## src/rtl/rsaasip_mem_pkg.sv

```systemverilog
// Shared types and widths for the data-memory port arbiter.
//   memarb_state_t : arbiter FSM states (IDLE, PIPE_RD, DMA_RD)
//   LAT_CNT_W      : width of the read-latency counter
//   STARVE_CNT_W   : width of the DMA starvation counter
package rsaasip_mem_pkg;

    typedef enum logic [1:0] {
        IDLE,
        PIPE_RD,
        DMA_RD
    } memarb_state_t;

    localparam int unsigned LAT_CNT_W    = 3;
    localparam int unsigned STARVE_CNT_W = 4;

endpackage

```

## src/rtl/mem_port_arbiter.sv

```systemverilog
// Sequences the single data-memory port between the MEM pipeline stage and a
// DMA/loader requester. Writes complete in their issue cycle; reads hold the
// port for MEM_LAT cycles and complete with data passed straight through from
// mem_rdata. A starvation counter lets DMA win after STARVE_MAX lost rounds.
//
// Ports:
//   clk, rst                 clock, synchronous active-high reset
//   pipe_rd/wr/addr/wdata    MEM-stage request (held until pipe_done)
//   pipe_stall/done/rdata    pipeline freeze, completion pulse, read data
//   dma_req/we/addr/wdata    DMA request (held until dma_gnt)
//   dma_gnt/rvalid/rdata     DMA accept pulse, read-data pulse, read data
//   mem_re/we/addr/wdata     RAM strobes and address/data (0 when idle)
//   mem_rdata                RAM read data, valid MEM_LAT cycles after mem_re
module mem_port_arbiter
    import rsaasip_mem_pkg::*;
#(
    parameter int unsigned ARQ        = 16,
    parameter int unsigned MEM_LAT    = 2,
    parameter int unsigned STARVE_MAX = 4
) (
    input  logic           clk,
    input  logic           rst,
    input  logic           pipe_rd,
    input  logic           pipe_wr,
    input  logic [ARQ-1:0] pipe_addr,
    input  logic [ARQ-1:0] pipe_wdata,
    output logic           pipe_stall,
    output logic           pipe_done,
    output logic [ARQ-1:0] pipe_rdata,
    input  logic           dma_req,
    input  logic           dma_we,
    input  logic [ARQ-1:0] dma_addr,
    input  logic [ARQ-1:0] dma_wdata,
    output logic           dma_gnt,
    output logic           dma_rvalid,
    output logic [ARQ-1:0] dma_rdata,
    output logic           mem_re,
    output logic           mem_we,
    output logic [ARQ-1:0] mem_addr,
    output logic [ARQ-1:0] mem_wdata,
    input  logic [ARQ-1:0] mem_rdata
);

    localparam logic [LAT_CNT_W-1:0]    LAT_ONE    = LAT_CNT_W'(1);
    localparam logic [LAT_CNT_W-1:0]    LAT_LAST   = LAT_CNT_W'(MEM_LAT);
    localparam logic [STARVE_CNT_W-1:0] STARVE_ONE = STARVE_CNT_W'(1);
    localparam logic [STARVE_CNT_W-1:0] STARVE_TOP = STARVE_CNT_W'(STARVE_MAX);

    memarb_state_t             state_q, state_d;
    logic [LAT_CNT_W-1:0]      lat_q, lat_d;
    logic [STARVE_CNT_W-1:0]   starve_q, starve_d;

    logic pipe_req;
    logic dma_win;

    assign pipe_req = pipe_rd | pipe_wr;
    // DMA takes the port when alone, or when it has lost STARVE_MAX rounds.
    assign dma_win  = dma_req & (~pipe_req | (starve_q == STARVE_TOP));

    always_ff @(posedge clk) begin
        if (rst) begin
            state_q  <= IDLE;
            lat_q    <= '0;
            starve_q <= '0;
        end else begin
            state_q  <= state_d;
            lat_q    <= lat_d;
            starve_q <= starve_d;
        end
    end

    always_comb begin
        state_d    = state_q;
        lat_d      = lat_q;
        starve_d   = starve_q;
        pipe_stall = 1'b0;
        pipe_done  = 1'b0;
        pipe_rdata = '0;
        dma_gnt    = 1'b0;
        dma_rvalid = 1'b0;
        dma_rdata  = '0;
        mem_re     = 1'b0;
        mem_we     = 1'b0;
        mem_addr   = '0;
        mem_wdata  = '0;

        // Outputs are forced low during reset; the register reset handles state.
        if (!rst) begin
            unique case (state_q)
                IDLE: begin
                    if (dma_win) begin
                        dma_gnt  = 1'b1;
                        starve_d = '0;
                        mem_addr = dma_addr;
                        if (dma_we) begin
                            mem_we    = 1'b1;
                            mem_wdata = dma_wdata;
                        end else begin
                            mem_re  = 1'b1;
                            lat_d   = LAT_ONE;
                            state_d = DMA_RD;
                        end
                    end else if (pipe_req) begin
                        mem_addr = pipe_addr;
                        if (!dma_req) begin
                            starve_d = '0;
                        end else if (starve_q != STARVE_TOP) begin
                            starve_d = starve_q + STARVE_ONE;
                        end
                        if (pipe_wr) begin
                            mem_we    = 1'b1;
                            mem_wdata = pipe_wdata;
                            pipe_done = 1'b1;
                        end else begin
                            mem_re  = 1'b1;
                            lat_d   = LAT_ONE;
                            state_d = PIPE_RD;
                        end
                    end else begin
                        starve_d = '0;
                    end
                end

                PIPE_RD, DMA_RD: begin
                    // Starvation count is frozen while a read is in flight.
                    if (!dma_req) begin
                        starve_d = '0;
                    end
                    if (lat_q == LAT_LAST) begin
                        lat_d   = '0;
                        state_d = IDLE;
                        if (state_q == PIPE_RD) begin
                            pipe_done  = 1'b1;
                            pipe_rdata = mem_rdata;
                        end else begin
                            dma_rvalid = 1'b1;
                            dma_rdata  = mem_rdata;
                        end
                    end else begin
                        lat_d = lat_q + LAT_ONE;
                    end
                end

                default: begin
                    state_d = IDLE;
                    lat_d   = '0;
                end
            endcase

            pipe_stall = pipe_req & ~pipe_done;
        end
    end

endmodule

```

## config.mk

```make
export PLATFORM = sky130hd
export DESIGN_NAME = mem_port_arbiter
export DESIGN_NICKNAME = d
export VERILOG_FILES = /design/src/rtl/rsaasip_mem_pkg.sv /design/src/rtl/mem_port_arbiter.sv
export SDC_FILE = /design/constraint.sdc
export NUM_CORES = 1
export LEC_CHECK = 0
export ABC_AREA = 1
export BUFFER_PORTS_ARGS = -buffer_cell sky130_fd_sc_hd__clkbuf_2
export CAP_MARGIN = 25
export CORE_UTILIZATION = 25
export DETAILED_ROUTE_END_ITERATION = 10
export PLACE_DENSITY_LB_ADDON = 0.1
export SETUP_SLACK_MARGIN = 0.5
export SYNTH_ARGS = -nofsm -noshare
export SYNTH_HDL_FRONTEND = slang
export SYNTH_SLANG_ARGS = --single-unit
export TNS_END_PERCENT = 1
```

## constraint.sdc

```tcl
create_clock -name clk -period 2.05 [get_ports clk]
set_clock_uncertainty 0.15 [all_clocks]
set_input_delay 0.5125 -clock clk [delete_from_list [all_inputs] [get_ports clk]]
set_output_delay 0.5125 -clock clk [all_outputs]
set_load 0.05 [all_outputs]
```

Word level (Yosys, flattened, before mapping)
Index checks and enable logic that the tools add are counted. W data, S select, Z words.

Reduce and logical (&&, ||, !) cells: 6. Muxes and demuxes: 62. $add $sub $neg: 2. Equality and inequality tests: 11. Multipliers: 0. Bitwise gates (word level): 6. Divide/modulo/power cells: 0. Shift-type cells: 0. Order comparisons: 0.

Operator list (number): $mux W16 (18); $mux W1 (25); $mux W4 (5); $mux W3 (5); $mux W2 (5); $ne A3 B3 Y1 const B (3); $pmux W4 S2 (1); $pmux W3 S2 (1); $reduce_and A3 Y1 (2); $ne A5 B5 Y1 const B (1); $add A4 B1 Y4 const B (1); $eq A4 B3 Y1 const B (1); $ne A2 B2 Y1 const B (2); $ne A4 B3 Y1 const B (1); $pmux W2 S2 (1); $reduce_and A4 Y1 (1); $add A3 B1 Y3 const B (1); $eq A3 B2 Y1 const B (1); $and A1 B1 Y1 (2); $eq A2 B1 Y1 const B (1); $eq A2 B2 Y1 const B (1); $logic_not A2 Y1 (1); $not A1 Y1 (2); $or A1 B1 Y1 (2); 3 further kinds (3).

Bits in read-only memories: 0. Flip-flop bits (word level): 9. Memories kept: 0. Bits of input ports: 86. Latch bits: 0. Memory bits (writable): 0. Output and inout bits: 70.

Longest topological paths before layout
Gate-level depths: netlist of run 1.

Word-level depth: 10. Depth in mapped cells: 10. Gate-level depth less buffers: 10.

Worst setup path after synthesis of run 1
No wires, ideal clock.

Path kind: flip-flop to output port. Start: register state_q[0]. End: output port dma_rdata[0]. Data arrival time: 2.535 ns. Slack: -1.148 ns. Cell stages (with the launch flop): 8. Path buffers: 1. Cells stage by stage: dfxtp_1 -> inv_1 -> ha_1 -> inv_2 -> nor4_4 -> inv_2 -> buf_2 -> nor2_1.

Cells in the longest elaborated chain, start to end: 5.

RTL lines: start: declaration (RTL line mem_port_arbiter.sv:49) `memarb_state_t state_q, state_d;`; start signal: assignment (RTL line mem_port_arbiter.sv:66) `state_q <= state_d;`; $eq A2 B1 Y1 (RTL line mem_port_arbiter.sv:89, mem_port_arbiter.sv:132); $mux W16 (RTL line mem_port_arbiter.sv:132) `if (state_q == PIPE_RD) begin`; $mux W16 (RTL line mem_port_arbiter.sv:129) `if (lat_q == LAT_LAST) begin`; $mux W16 (*) (RTL line mem_port_arbiter.sv:89) `unique case (state_q)`; $mux W16 (*) (RTL line mem_port_arbiter.sv:88) `if (!rst) begin`; end: declaration (RTL line mem_port_arbiter.sv:36) `output logic [ARQ-1:0] dma_rdata,`.

Mark *: on every way between the ends. The rest lies on a longest branch, timed or not.

Final worst setup path of run 1
Start: register starve_q[1]. End: output port mem_wdata[10].

Cells in the longest elaborated chain, start to end: 6.

RTL lines: start: declaration (RTL line mem_port_arbiter.sv:51) `logic [STARVE_CNT_W-1:0] starve_q, starve_d;`; start signal: assignment (RTL line mem_port_arbiter.sv:68) `starve_q <= starve_d;`; $eq A4 B3 Y1 (RTL line mem_port_arbiter.sv:58) `assign dma_win = dma_req & (~pipe_req | (starve_q == STARVE_TOP));`; $or A1 B1 Y1 (RTL line mem_port_arbiter.sv:58); $and A1 B1 Y1 (RTL line mem_port_arbiter.sv:58); $mux W16 (RTL line mem_port_arbiter.sv:91) `if (dma_win) begin`; $mux W16 (RTL line mem_port_arbiter.sv:89); $mux W16 (RTL line mem_port_arbiter.sv:88); end: declaration (RTL line mem_port_arbiter.sv:40) `output logic [ARQ-1:0] mem_wdata,`.

Every way passes these cells.

==> flow_summary.ini, run 1 <==
[setup_path]
start_kind = flip-flop
cp.required_ns = 1.39
critical_path_class = reg -> out
end_kind = primary output
crit_fanout = 8
worst_ep_arrival_time_ns = 1.80

[placement]
gp_congestion = 0.798
portBuffers = 155
place_hpwl_mm = 4.19
pre_cts_ws_ns = -0.325

[drt]
vias = 2358
drt-initial-drc-count = 61
drtPass1Iterations = 4
wirelength_mm = 6.16
viasPerCell = 4.58
drc_errors = 0
wl_per_cell_microns = 12.0
ant_nets = 0

[sta]
tightest_slew_ns = 0.276
finalHoldViolCount = 0
drv_slew = 0
holdWs_ns = 0.392
setup_ws_ns = -0.413
slew_headroom_pct = 81.6
grt_setup_unrepaired = true
min_period_ns = 2.46
post-route-period-util_pct = 120
fmaxAchievable_mhz = 406
setup_viol = 70

[final_layout]
drive_above_1_share_pct = 65.5
area_delta_synth_final_pct = 162
insertedDiodeCount = 0
fin_nets = 535
fill_cells = 444

[power_and_ir_drop]
power_leakage_nw = 1.88
ir_drop_uv = 551
power.density_mw_per_mm2 = 749

[clock_network]
cts_buffer_depth = 2
clk_pin_slew_ns = 0.05
cts.sinks = 9
cts-root-buf = clkbuf_8
cts_tree = built
clk_latency_ns = 0.24
cts_made_buffers = 3
htreeDepth = 1

[yosys]
synth.avg_cell_area_sq_um = 5.77
ys_warn_count = 0
synthFlopType = dfxtp_1
async_reset_ff_share_pct = 0
synth_cell_type_count = 27
synth.ff_latch_count = 9
netlist_area_sq_mm = 0.00144
syn_nets = 340
netlist_instances = 249
yosysSeqAreaShare_pct = 12.5
synth-edff-count = 0

[die]
initial_core_util_pct = 26.1
core.rowCount = 27
die-area_sq_mm = 0.00605
core_sq_mm = 0.00551
die_h_microns = 77.8
io_pins = 156
die-width_microns = 77.8

[global_route]
grt_max_degree = 18
antenna_found_initial = 0
overflow = 0
grt_pass1_vias = 2105
grt_first_pass_wirelength_mm = 9.25
grtUsageTotal_pct = 18.5

[status]
violations = setup timing
status = finished, violations left

[worst_hold_path]
hold_class = reg -> reg

[flow_run]
drv_cap = 0
worst max-delay path, stage by stage, from the launching register on:
cell,delay [ns]
dfxtp_2,0.33
inv_2,0.04
ha_4,0.16
nand3_4,0.06
nand2_4,0.07
nand2_8,0.12
clkinv_8,0.09
nor2_4,0.25
a22oi_2,0.09
nor2_1,0.16
clkbuf_8,0.20
sequential cells by signal, summed over array words and instances, names as in the netlist:
name and count:
lat_q 3, state_q 2, starve_q 4
where the power goes:
group | total (mW) | switching [mW] | leakage [nW] | internal, mW
Clock | 0.213 | 0.0765 | 0.0228 | 0.136
Sequential | 0.259 | 0.0309 | 0.0752 | 0.228
Combinational | 2.35 | 1.36 | 1.79 | 0.994
stage by stage:
step | util, % | TNS [ns] | area (sq um) | total power, mW | cells
3_5_place_dp | 52.2 | -14.40 | 2870 | 2.19 | 507
6_report | 68.4 | -18.98 | 3770 | 2.82 | 515
4_1_cts | 64.5 | -20.03 | 3550 | 2.70 | 512
3_3_place_gp | 52.2 | -14.02 | 2870 | 2.18 | 507
5_1_grt | 68.4 | -25.18 | 3770 | 3.03 | 515
2_1_floorplan | - | -30.38 | 1560 | 1.54 | 249
synthesized netlist by cell type, types with 2 or more instances:
cell       n  area share, %
nor2_4     2            1.6
xor2_1     2            1.2
ha_1       5            4.4
dfxtp_1    9             13
buf_6      2            1.6
a21oi_1    9            3.1
inv_1     31            8.1
clkbuf_1   2           0.52
nand2_1   41             11
nand3_1   37             13
nor3_1     2           0.70
nor2_1    61             16
nand3_2    2            1.4
buf_2      3            1.0
nand4_1    3            1.3
nor2_8     3            4.2
inv_2      5            1.3
a22oi_1   16            8.4
o21ai_0    3            1.0
buf_4      4            2.1
per-layer routing:
| metal | GRT usage [%] | vias to the layer above | wire length, microns |
|---|---|---|---|
| met4 | 3.77 | 0 | 110 |
| met3 | 3.53 | 12 | 282 |
| li1 | - | 1196 | - |
| met5 | 0 | - | 0 |
| met1 | 21.8 | 1074 | 2430 |
| met2 | 34.3 | 76 | 3340 |
cell families (layout without fill, tap and decap cells):
family / count (synthesis) / in the layout / share of synthesized area (%)
xor+xnor: 2 / 2 / 1.22
flops: 9 / 9 / 12.5
simple gates: 156 / 157 / 53.6
fa+ha+maj: 5 / 5 / 4.36
compound gates: 29 / 29 / 13.1
buf+inv: 48 / 241 / 15.2
final timing paths:
| kind | from | end | slack, ns | cells past startpoint |
|---|---|---|---|---|
| max | starve_q[1] | mem_wdata[10] | -0.41 | 10 |
| min | starve_q[0] | starve_q[0] | 0.39 | 2 |
| max reg2reg | starve_q[1] | lat_q[1] | 0.28 | 12 |
| min reg2reg | starve_q[0] | starve_q[0] | 0.39 | 2 |
layout by cell type (no fill, tap or decap), types with 4 or more instances in the layout:
| cell type | count |
|---|---|
| inv_1 | 26 |
| dfxtp_1 | 5 |
| nor2_2 | 15 |
| nor2_4 | 20 |
| nand2_2 | 9 |
| a22oi_2 | 4 |
| nor2_1 | 29 |
| clkbuf_8 | 27 |
| clkbuf_2 | 85 |
| nand3_1 | 34 |
| a21oi_1 | 5 |
| buf_8 | 33 |
| buf_4 | 38 |
| a21oi_2 | 4 |
| buf_12 | 16 |
| nand2_1 | 32 |
| inv_2 | 7 |
| a22oi_1 | 12 |
| dfxtp_2 | 4 |
area by class of cell:
| class | instances | area (sq um) | share of cell area (%) |
|---|---|---|---|
| Clock buffer | 4 | 45.0 | 1.20 |
| Inverter | 37 | 159 | 4.22 |
| Multi-Input combinational cell | 193 | 1370 | 36.5 |
| Sequential cell | 9 | 185 | 4.91 |
| Tap cell | 72 | 90.1 | 2.39 |
| Timing Repair Buffer | 200 | 1920 | 50.8 |
timing repair:
action                     CTS  global route
pin swaps                    8            23
hold buffers                 0             0
setup endpoints to repair   76            79
resized for setup          145            76
setup buffers                0             3
gates cloned                 1             0
(Power assumes the default switching activity.)
==> run 2: changes to the inputs <==
--- a/config.mk
+++ b/config.mk
@@ -8,7 +8,8 @@
 export ABC_AREA = 1
 export BUFFER_PORTS_ARGS = -buffer_cell sky130_fd_sc_hd__clkbuf_2
 export CAP_MARGIN = 25
-export CORE_UTILIZATION = 25
+export CORE_UTILIZATION = 32
+export CTS_CLUSTER_DIAMETER = 40
 export DETAILED_ROUTE_END_ITERATION = 10
 export PLACE_DENSITY_LB_ADDON = 0.1
 export SETUP_SLACK_MARGIN = 0.5
==> run 2 against run 1 <==
Effect of this change: clock-buffer cell count unchanged; critical path depth shrank 3; via count is 4.0% higher; largest cell class unchanged; clock power about the same; die area is 21% lower; the flow still finishes with violations (setup timing); combinational power increased by 6%; design area decreased by 2.2%; fmax grew 1.1%.
==> flow_summary.ini, run 2 (synthesis results as in run 1) <==
[sta]
min_period_ns = 2.44
tightest_slew_ns = 0.270
post-route-period-util_pct = 119
slew_headroom_pct = 81.9
fmaxAchievable_mhz = 410
drv_slew = 0
setup_viol = 70
grt_setup_unrepaired = true
finalHoldViolCount = 0
setup_ws_ns = -0.386
finalSetupTns_ns = -21.85

[setup_path]
cp.required_ns = 1.39
slowest_stage = dfxtp_2
worst_ep_arrival_time_ns = 1.77
rr_worst_depth = 11
critical_path_class = reg -> out
reg2reg_from = starve_q[1]
r2r-end = lat_q[0]
start_kind = flip-flop
rrSetupSlack_ns = 0.30
end_kind = primary output
cpPeakStageDelay_ns = 0.33
path_delay_family = buffers and inverters
cp_num_buf_inv = 4
crit_fanout = 8
crit_chain = buf_4 -> ha_2 -> nor4_4 -> inv_2 -> buf_12 -> nor2_4 -> buf_8
crit_cells = 7

[drt]
met3WireLength_microns = 347
drt-initial-drc-count = 155
m1WireLength_mm = 2.68
drtPass1Iterations = 4
viasPerCell = 5.00
wl_per_cell_microns = 15.4
ant_nets = 0
wl_met2_mm = 4.44
maxUsedRoutingLayer = met4
vias = 2453
drc_errors = 0
wirelength_mm = 7.56

[clock_network]
hold_buffers = 0
cts_tree = built
htreeDepth = 1
clk_latency_ns = 0.24
cts.sinks = 9
cts-root-buf = clkbuf_8
cts_made_buffers = 3
clk_pin_slew_ns = 0.05
cts_buffer_depth = 2

[worst_hold_path]
hp-start = starve_q[0]
worstHoldPathCells = 2
hold_class = reg -> reg
hold_end = starve_q[0]

[final_layout]
layout_common_cells = 85 x clkbuf_2, 36 x buf_8, 35 x nand2_1, 34 x nand3_1, 32 x nor2_1
drive_above_1_share_pct = 61.9
fill_cells = 200
fin_nets = 533
largest_reg_flops = 4
reg_top3 = starve_q (4), lat_q (3), state_q (2)
layout_commonest_cell = clkbuf_2
area_delta_synth_final_pct = 157
insertedDiodeCount = 0
regMostFlops = starve_q

[global_route]
antenna_found_initial = 0
grt_first_pass_wirelength_mm = 9.45
overflow = 0
grt_pass1_vias = 2131
grtUsageTotal_pct = 26.5
grt_max_degree = 18

[die]
core_sq_mm = 0.00414
die-width_microns = 69.0
core.rowCount = 23
initial_core_util_pct = 34.7
die_h_microns = 69.0
io_pins = 156
die-area_sq_mm = 0.00476

[power_and_ir_drop]
ir_drop_uv = 600
power_leakage_nw = 1.88
power.density_mw_per_mm2 = 804
power_mw = 2.96

[placement]
portBuffers = 155
gp_congestion = 0.788
place_hpwl_mm = 4.14

[flow_run]
drv_cap = 0

[status]
status = finished, violations left
violations = setup timing
-- run 2: changes by cell type in the layout (fill, tap and decap cells not counted), sizes merged --
cell    change
inv         +1
buf         -3
clkinv      -1
clkbuf      +1
-- run 2: area by class of cell --
class	count	area (sq um)	share of cell area, %
flip-flops and latches	9	185	5.02
inverters	37	154	4.18
repair buffers	198	1900	51.6
clock buffers	4	45.0	1.22
well taps	50	62.6	1.70
multi-input cells	193	1340	36.3
-- run 2: how the worst max path moves through the flow --
stage | start | end | slack (ns)
floorplan | state_q[0] | dma_rdata[0] | -0.75
global placement | pipe_wr | mem_wdata[4] | -0.29
detailed placement | pipe_wr | mem_wdata[15] | -0.31
CTS | starve_q[1] | pipe_stall | -0.34
global route | starve_q[1] | mem_wdata[11] | -0.45
finish | state_q[0] | dma_rdata[2] | -0.39
-- run 2: power by group --
group / switching, mW / total [mW] / internal [mW]
clock network: 0.0763 / 0.212 / 0.136
logic: 1.43 / 2.49 / 1.06
registers: 0.0319 / 0.260 / 0.228
total: 1.54 / 2.96 / 1.42
-- run 2: timing repair --
action	CTS	global route
pin swaps	14	5
setup endpoints to repair	75	79
gates cloned	2	0
buffers inserted	7	0
resized for setup	156	66
-- run 2: through the flow --
stage	instances	utilization [%]	cell area (sq um)	hold WS [ns]	setup slack, ns
6_report	491	88.9	3690	0.396	-0.386
5_1_grt	491	88.9	3690	0.425	-0.448
3_3_place_gp	478	65.9	2730	0.395	-0.288
4_1_cts	491	85.0	3520	0.396	-0.341
2_1_floorplan	249	-	1560	0.294	-0.751
3_5_place_dp	478	65.9	2730	0.397	-0.314
-- run 2: per-layer routing --
| layer | global-route usage [%] | vias up |
|---|---|---|
| li1 | - | 1192 |
| met2 | 53.5 | 103 |
| met1 | 29.8 | 1146 |
| met3 | 2.80 | 12 |
| met5 | 0 | - |
| met4 | 3.57 | 0 |
-- run 2: worst reg2reg max path: stages, from the launching register on --
cell and delay, ns:
dfxtp_2 0.32, inv_2 0.06, ha_4 0.14, nand3_4 0.07, nand2_4 0.11, nand2_8 0.09, buf_6 0.14, nand3_4 0.09
buf_4 0.16, nand3_4 0.08, o21ai_0 0.19, nor2_1 0.06
==> run 3: changes to the inputs <==
--- a/config.mk
+++ b/config.mk
@@ -6,7 +6,7 @@
 export NUM_CORES = 1
 export LEC_CHECK = 0
 export ABC_AREA = 1
-export BUFFER_PORTS_ARGS = -buffer_cell sky130_fd_sc_hd__clkbuf_2
+export BUFFER_PORTS_ARGS = -buffer_cell sky130_fd_sc_hd__buf_2
 export CAP_MARGIN = 25
 export CORE_UTILIZATION = 32
 export CTS_CLUSTER_DIAMETER = 40
==> run 3 against run 2 <==
Effect of this change: combinational power is 4% lower; critical path depth is 3 higher; routed wire length is 9.1% lower; the flow still finishes with violations (setup timing); core utilization is 7.8 points lower; register-to-register slack hardly changed; largest cell class unchanged; sequential power hardly changed; worst setup slack worse by 0.021 ns; sequential share of layout area is 0.48 points higher; power is 3.5% lower.
==> flow_summary.ini, run 3 (synthesis results as in run 1) <==
[final_layout]
fin_nets = 532
largest_reg_flops = 4
insertedDiodeCount = 0
fill_cells = 272
reg_top3 = starve_q (4), lat_q (3), state_q (2)
layout_commonest_cell = buf_2
regMostFlops = starve_q
area_delta_synth_final_pct = 134
drive_above_1_share_pct = 62.0
layout_common_cells = 85 x buf_2, 64 x buf_6, 39 x nand2_1, 37 x buf_4, 33 x nand3_1

[power_and_ir_drop]
power_frac_seq_pct = 9.1
internal-power_mw = 1.36
power.density_mw_per_mm2 = 850
combPwrFrac_pct = 83.4
clkPwrFrac_pct = 7.5
power_switching_mw = 1.50
ir_drop_uv = 642
sw_frac_of_total_pct = 52.4
power_mw = 2.86
power_leakage_nw = 1.76

[status]
violations = setup timing
status = finished, violations left

[die]
initial_core_util_pct = 34.7
die-area_sq_mm = 0.00476
die-width_microns = 69.0
core.rowCount = 23
core_sq_mm = 0.00414
die_h_microns = 69.0
io_pins = 156

[sta]
post-route-period-util_pct = 120
setup_ws_ns = -0.408
finalHoldViolCount = 0
min_period_ns = 2.46
slew_headroom_pct = 81.3
fmaxAchievable_mhz = 407
holdWs_ns = 0.319
setup_viol = 70
tightest_slew_ns = 0.278
drv_slew = 0
grt_setup_unrepaired = true

[global_route]
grtUsageMet2_pct = 46.0
grt_max_degree = 17
busiest_layer = met2
grt_first_pass_wirelength_mm = 8.46
antenna_found_initial = 0
overflow = 0
grt_util_met1_pct = 25.8
grtUsageTotal_pct = 23.7
grt_pass1_vias = 1922
met3_usage_pct = 3.95

[drt]
drt-initial-drc-count = 73
ant_nets = 0
wl_per_cell_microns = 14.0
vias = 2422
drtPass1Iterations = 4
wirelength_mm = 6.88
drc_errors = 0
viasPerCell = 4.94

[placement]
pre_cts_ws_ns = -0.295
place_hpwl_mm = 4.02
gp_congestion = 0.781
portBuffers = 155

[clock_network]
cts_tree = built
htreeDepth = 1
cts.sinks = 9
cts-root-buf = clkbuf_8
cts_made_buffers = 3
cts_buffer_depth = 2
clk_latency_ns = 0.24
clk_pin_slew_ns = 0.05
hold_buffers = 0

[setup_path]
end_kind = primary output
reg2reg_from = starve_q[1]
rrSetupSlack_ns = 0.29
startpoint = starve_q[0]
r2r-end = lat_q[1]
cp.required_ns = 1.39
critical_path_class = reg -> out
crit_fanout = 8
crit_path_end = mem_wdata[15]
rr_worst_depth = 11
worst_ep_arrival_time_ns = 1.80
start_kind = flip-flop

[worst_hold_path]
hold_class = reg -> reg
worstHoldPathCells = 2

[flow_run]
drv_cap = 0
[run 3: cell types whose count changed in the layout (fill, tap and decap cells not counted), moves of 3 or more]
| cell | before | now |
|---|---|---|
| buf_8 | 36 | 6 |
| nor2_2 | 12 | 16 |
| buf_12 | 12 | 3 |
| clkbuf_8 | 29 | 3 |
| nand3_2 | 2 | 5 |
| nand2_1 | 35 | 39 |
| buf_4 | 31 | 37 |
| nand2_2 | 6 | 2 |
| buf_2 | 0 | 85 |
| nor2_1 | 32 | 29 |
| clkbuf_2 | 85 | 0 |
| buf_6 | 7 | 64 |
[run 3: how the worst min path moves through the flow]
| stage | from | to | slack [ns] |
|---|---|---|---|
| after floorplan | starve_q[3] | starve_q[3] | 0.29 |
| after global placement | starve_q[3] | starve_q[3] | 0.30 |
| after detailed placement | starve_q[3] | starve_q[3] | 0.31 |
| after CTS | starve_q[3] | starve_q[3] | 0.32 |
| after global routing | starve_q[3] | starve_q[3] | 0.35 |
| final | starve_q[3] | starve_q[3] | 0.32 |
[run 3: area by class of cell]
type	instances	area [sq um]	share of cell area (%)
tap	50	62.6	1.86
multi-input combinational	194	1310	39.0
clock buffer	4	45.0	1.34
timing repair buffer	196	1600	47.6
sequential	9	185	5.51
inverter	37	156	4.65
[run 3: stage by stage]
stage | setup TNS (ns) | instances | cell area, sq um | util, %
after floorplan | -30.38 | 249 | 1560 | -
after global routing | -25.45 | 490 | 3360 | 81.1
final | -20.21 | 490 | 3360 | 81.1
after detailed placement | -12.83 | 477 | 2590 | 62.6
after global placement | -11.82 | 477 | 2590 | 62.6
after CTS | -18.18 | 490 | 3210 | 77.4
[run 3: layer usage]
layer / vias to the layer above / part of all wire (%)
met4: 0 / 1.1
met2: 89 / 58
met1: 1133 / 36
li1: 1192 / -
met5: - / 0
met3: 8 / 5.1
[run 3: worst max-delay path, cell delays in order, from the launching register on]
cell and delay (ns):
dfxtp_2 0.33, inv_2 0.05, ha_4 0.15, nand3_4 0.06, nand2_4 0.08, nand2_8 0.14
inv_8 0.07, nor2_4 0.20, a22oi_1 0.12, nor2_1 0.13, buf_4 0.22
[run 3: power groups by stage]
| stage | combinational [mW] | sequential [mW] | clock, mW |
|---|---|---|---|
| after global placement | 1.83 | 0.251 | 0 |
| after global routing | 2.55 | 0.263 | 0.231 |
| after floorplan | 1.28 | 0.260 | 0 |
| after CTS | 2.24 | 0.257 | 0.220 |
| final | 2.39 | 0.259 | 0.214 |
| after detailed placement | 1.85 | 0.251 | 0 |
[run 3: what timing repair did]
| action | in CTS | in global routing |
|---|---|---|
| gates cloned | 3 | 0 |
| setup endpoints to repair | 76 | 79 |
| setup buffers | 6 | 0 |
| pin swaps | 18 | 6 |
| resized for setup | 147 | 48 |
